**src/rtl/oled_frame_sequencer.sv**
```systemverilog
// Feeds master_i2c for the SSD1306 128x32 OLED: power-up delay, one init command
// transaction, then 512-byte frame-buffer transactions, one byte per byte_done.
module oled_frame_sequencer #(
  parameter int unsigned POWERUP_CYCLES = 50000,
  parameter logic [6:0]  OLED_ADDR      = 7'h3C,
  parameter int unsigned FB_BYTES       = 512
) (
  input  logic       clk,
  input  logic       rst_n,
  input  logic       refresh_en,
  input  logic       byte_done,
  input  logic [7:0] fb_data,
  output logic [8:0] fb_addr,
  output logic       start,
  output logic [6:0] addr_byte_out,
  output logic       read_write,
  output logic [7:0] control_byte_out,
  output logic [7:0] data_byte_out,
  output logic       continue_bit,
  output logic       init_done,
  output logic       frame_done,
  output logic       busy
);
  localparam int              DW        = $clog2(POWERUP_CYCLES + 1);
  localparam logic [DW-1:0]   DLY_LAST  = DW'(POWERUP_CYCLES - 1);
  localparam logic [8:0]      FB_LAST   = 9'(FB_BYTES - 1);
  localparam logic [4:0]      INIT_LAST = 5'd30;

  typedef enum logic [2:0] {
    RESET_WAIT, INIT_LOAD, INIT_WAIT, FB_ADDR, FB_LOAD, FB_WAIT, FRAME_END, IDLE
  } state_t;

  state_t          state, state_nxt;
  logic [DW-1:0]   dly_cnt;
  logic [4:0]      init_idx;
  logic [7:0]      rom_byte;

  assign read_write = 1'b0;
  assign busy       = (state != IDLE);

  // Horizontal addressing over the full 128x32 window, so the panel pointer
  // wraps by itself every 512 bytes and frames need no per-frame addressing.
  always_comb begin
    rom_byte = 8'h00;
    case (init_idx)
      5'd0:  rom_byte = 8'hAE;  5'd1:  rom_byte = 8'hD5;  5'd2:  rom_byte = 8'h80;
      5'd3:  rom_byte = 8'hA8;  5'd4:  rom_byte = 8'h1F;  5'd5:  rom_byte = 8'hD3;
      5'd6:  rom_byte = 8'h00;  5'd7:  rom_byte = 8'h40;  5'd8:  rom_byte = 8'h8D;
      5'd9:  rom_byte = 8'h14;  5'd10: rom_byte = 8'h20;  5'd11: rom_byte = 8'h00;
      5'd12: rom_byte = 8'hA1;  5'd13: rom_byte = 8'hC8;  5'd14: rom_byte = 8'hDA;
      5'd15: rom_byte = 8'h02;  5'd16: rom_byte = 8'h81;  5'd17: rom_byte = 8'h8F;
      5'd18: rom_byte = 8'hD9;  5'd19: rom_byte = 8'hF1;  5'd20: rom_byte = 8'hDB;
      5'd21: rom_byte = 8'h40;  5'd22: rom_byte = 8'hA4;  5'd23: rom_byte = 8'hA6;
      5'd24: rom_byte = 8'h21;  5'd25: rom_byte = 8'h00;  5'd26: rom_byte = 8'h7F;
      5'd27: rom_byte = 8'h22;  5'd28: rom_byte = 8'h00;  5'd29: rom_byte = 8'h03;
      5'd30: rom_byte = 8'hAF;
      default: rom_byte = 8'h00;
    endcase
  end

  always_ff @(posedge clk) begin
    if (!rst_n) state <= RESET_WAIT;
    else        state <= state_nxt;
  end

  always_comb begin
    state_nxt = state;
    case (state)
      RESET_WAIT: if (dly_cnt == DLY_LAST) state_nxt = INIT_LOAD;
      INIT_LOAD:  state_nxt = INIT_WAIT;
      INIT_WAIT:  if (byte_done) state_nxt = (init_idx == INIT_LAST) ? FB_ADDR : INIT_LOAD;
      FB_ADDR:    state_nxt = FB_LOAD;
      FB_LOAD:    state_nxt = FB_WAIT;
      FB_WAIT:    if (byte_done) state_nxt = (fb_addr == FB_LAST) ? FRAME_END : FB_ADDR;
      FRAME_END:  state_nxt = refresh_en ? FB_ADDR : IDLE;
      IDLE:       if (refresh_en) state_nxt = FB_ADDR;
      default:    state_nxt = RESET_WAIT;
    endcase
  end

  // fb_addr doubles as the frame byte counter; the RAM sees it during FB_ADDR
  // and its read data is registered into data_byte_out in FB_LOAD.
  always_ff @(posedge clk) begin
    if (!rst_n) begin
      dly_cnt          <= '0;
      init_idx         <= '0;
      fb_addr          <= '0;
      start            <= 1'b0;
      addr_byte_out    <= '0;
      control_byte_out <= 8'h00;
      data_byte_out    <= 8'h00;
      continue_bit     <= 1'b0;
      init_done        <= 1'b0;
      frame_done       <= 1'b0;
    end else begin
      addr_byte_out <= OLED_ADDR;
      start         <= 1'b0;
      frame_done    <= 1'b0;
      case (state)
        RESET_WAIT: dly_cnt <= dly_cnt + DW'(1);
        INIT_LOAD: begin
          data_byte_out    <= rom_byte;
          control_byte_out <= 8'h00;
          continue_bit     <= (init_idx != INIT_LAST);
          start            <= (init_idx == 5'd0);
        end
        INIT_WAIT: if (byte_done) begin
          init_idx <= init_idx + 5'd1;
          if (init_idx == INIT_LAST) init_done <= 1'b1;
        end
        FB_LOAD: begin
          data_byte_out    <= fb_data;
          control_byte_out <= 8'h40;
          continue_bit     <= (fb_addr != FB_LAST);
          start            <= (fb_addr == 9'd0);
        end
        FB_WAIT: if (byte_done) begin
          if (fb_addr == FB_LAST) frame_done <= 1'b1;
          else                    fb_addr    <= fb_addr + 9'd1;
        end
        FRAME_END: fb_addr      <= '0;
        IDLE:      continue_bit <= 1'b0;
        default: ;
      endcase
    end
  end
endmodule
```
**config.mk**
```make
export PLATFORM = sky130hd
export DESIGN_NAME = oled_frame_sequencer
export DESIGN_NICKNAME = d
export VERILOG_FILES = /design/src/rtl/oled_frame_sequencer.sv
export SDC_FILE = /design/constraint.sdc
export NUM_CORES = 1
export LEC_CHECK = 0
export BUFFER_PORTS_ARGS = -buffer_cell sky130_fd_sc_hd__buf_2
export CAP_MARGIN = 20
export CORE_UTILIZATION = 30
export DETAILED_ROUTE_END_ITERATION = 8
export PLACE_DENSITY = 0.47
export SLEW_MARGIN = 5
export SYNTH_ARGS = -nofsm -noshare
export SYNTH_HDL_FRONTEND = slang
export SYNTH_SLANG_ARGS = --single-unit
```
**constraint.sdc**
```tcl
create_clock -name clk -period 2.6 [get_ports clk]
set_clock_uncertainty 0.2 [all_clocks]
set_input_delay 0.26 -clock clk [delete_from_list [all_inputs] [get_ports clk]]
set_output_delay 0.26 -clock clk [all_outputs]
set_load 0.1 [all_outputs]
```
==> impl_metrics.yaml <==
status:
  outcome: "completed"
yosys:
  synthesis.instances: 394
  synth_edf_count: 0
  synth_cell_type_count: 62
  synthArstFlopShare_pct: 0
  synth_area_um2: 3340
  avgSynthCellArea_um2: 8.48
  yosysSeqAreaShare_pct: 33.0
  synth-main-ff-cell: "dfxtp_1"
  ys_warn_count: 0
  ys_seq_elements: 55
worst_setup_path:
  crit_type: "reg2reg"
  worstPathMaxFanout: 7
  crit_required_ns: 2.63
  critPathArrivalTime_ns: 2.46
  cp-start-kind: "flip-flop"
  ff2ff_path_depth: 9
  crit_path_end_kind: "flip-flop"
layout:
  fillers: 1148
  area_delta_synth_final_pct: 16.2
  diodes: 0
  final_cell_mix: "46 x dfxtp_1, 40 x nand2_1, 38 x buf_2, 25 x buf_4, 23 x nor2_1"
  nets: 467
  fin_util_pct: 35.8
  drive_gt1_share_pct: 23.1
  final_common_cell: "dfxtp_1"
hold_path:
  whs_path_depth: 4
  hp-class: "in2reg"
floorplan:
  num_rows: 38
  die_h_um: 108
  die_w_um: 108
  io_pins: 50
  placeableCoreArea_um2: 10800
  initial_core_util_pct: 30.8
  dieArea_um2: 11600
timing:
  maxSlewHeadroom_pct: 57.7
  rsz0062_at_grt: "false"
  slew_violations: 0
  finalCritPeriodShare_pct: 93.6
  fin_crit_ns: 2.43
  setup_ws_ns: 0.166
  max_freq_mhz: 411
  finalHoldViolCount: 0
  setup_viol: 0
  timing.setup.tns_ns: 0
  whs_ns: 0.0362
  worstMarginPinSlew_ns: 0.630
global_route:
  grt_pass1_vias: 2711
  grt_first_pass_wirelength_um: 13100
  grt-ovfl-total: 0
  track_usage_pct: 14.2
  antenna_found_initial: 0
  grt_max_degree: 28
route:
  highest-signal-layer: "met4"
  routed_wl_um: 7570
  wl_per_cell_um: 13.0
  vias: 2805
  ant_nets: 0
  route.met2.wl_um: 3250
  first_pass_iters: 4
  m1WireLength_um: 3900
  drt_iter0_markers: 111
  dr_wl_met3_um: 299
  routed_via_density: 4.83
  post-route-drc-count: 0
pwr:
  power_leakage_nw: 1.62
  p_per_area_nw_per_um2: 381
  max-vdd-ir-drop_v: 0.000170
  total_power_mw: 1.48
clocking:
  cts_sinks: 55
  cts_tree: "done"
  numCtsBuffers: 5
  htree_num_levels: 2
  clockBufferDepth: 2
  clk_pin_slew_ns: 0.10
  clk_latency_ns: 0.31
  cts-root-buf: "clkbuf_8"
placed_design:
  dpl.hpwl_um: 5520
  gp_congestion: 0.820
  io_buffers: 38
  post-place-ws_ns: 0.0863
flow_run:
  drv_cap: 0
[cell usage after synthesis (all sizes together) (3+ instances only)]
cell type,number,area share [%]
or3,3,0.56
and3,7,1.3
nand4,13,2.4
o22ai,3,0.56
nand2,40,4.5
o21ai,16,2.4
and2,16,3.0
nor2b,8,1.5
xnor2,17,4.5
inv,12,1.3
nand2b,6,1.1
mux2i,12,4.1
nor3,7,1.4
a21oi,13,1.9
nor4b,3,0.79
ha,15,5.6
nand3,18,2.7
buf,28,5.9
dfxtp,55,33
clkbuf,14,1.6
a31oi,3,0.56
nor2,25,3.3
a21boi,12,2.8
a211oi,4,1.0
xor2,7,1.8
o211a,8,2.4
[path summary, 6_finish.rpt]
path	from	slack, ns	endpoint
max	state[2]	0.17	rom_byte[6]
min	refresh_en	0.04	state[2]
max reg2reg	state[2]	0.17	rom_byte[6]
min reg2reg	data_byte_out[7]	0.28	data_byte_out[7]
[area by class of cell]
type	count	area, um2	area share (%)
clock inverters	3	15.0	0.387
clock buffers	5	68.8	1.77
well taps	140	175	4.51
multi-input cells	295	2010	51.7
flip-flops and latches	55	1110	28.7
repair buffers	71	458	11.8
inverters	12	45.0	1.16
[metrics by stage]
| stage | instance area [um2] | cells |
|---|---|---|
| 6_report | 3880 | 581 |
| 5_1_grt | 3880 | 581 |
| 4_1_cts | 3860 | 581 |
| 3_5_place_dp | 3700 | 565 |
| 3_3_place_gp | 3700 | 565 |
| 2_1_floorplan | 3400 | 404 |
[registers in the layout, summed over array words and instances, names as in the netlist]
name and cells:
data_byte_out 8, init_done 1, rom_byte 8, continue_bit 1, control_byte_out 1, init_idx 5
dly_cnt 16, fb_addr 9, addr_byte_out 1, start 1, state 3, frame_done 1
[critical path: stages (launching register included)]
cell	delay [ns]
dfxtp_1	0.34
nand4bb_1	0.30
nand2_1	0.22
a21boi_4	0.07
inv_1	0.16
ha_1	0.22
buf_4	0.17
o221ai_1	0.13
a211o_1	0.29
a31oi_1	0.23
[timing repair]
| item | 4_1_cts | 5_1_grt |
|---|---|---|
| gates resized for setup | 0 | 5 |
| setup endpoints to repair | 0 | 3 |
| endpoints found under the hold margin | 8 | 0 |
| setup buffers | 0 | 0 |
| hold buffers | 8 | 0 |
[routing by layer]
metal,vias up,track usage [%]
met3,8,3.09
met1,1318,19.5
met2,49,21.9
met5,-,0
li1,1430,-
met4,0,4.79
[cell families (layout without fill, tap and decap cells)]
group / after synthesis / in the layout / synth area share, %
adder cells (fa/ha/maj): 15 / 15 / 5.62
XOR/XNOR: 24 / 24 / 6.29
buffers and inverters: 54 / 91 / 8.84
AO/OA/AOI/OAI: 77 / 77 / 16.4
flip-flops: 55 / 55 / 33.0
AND/OR/NAND/NOR: 155 / 155 / 25.2
multiplexers: 13 / 13 / 4.53
other: 1 / 11 / 0.112
[where the power goes]
part | internal, mW | switching [mW] | leakage (nW) | total, mW
Sequential | 0.847 | 0.00448 | 0.449 | 0.851
Clock | 0.186 | 0.292 | 0.0477 | 0.477
Combinational | 0.0297 | 0.119 | 1.12 | 0.149
(Power assumes the default switching activity.)
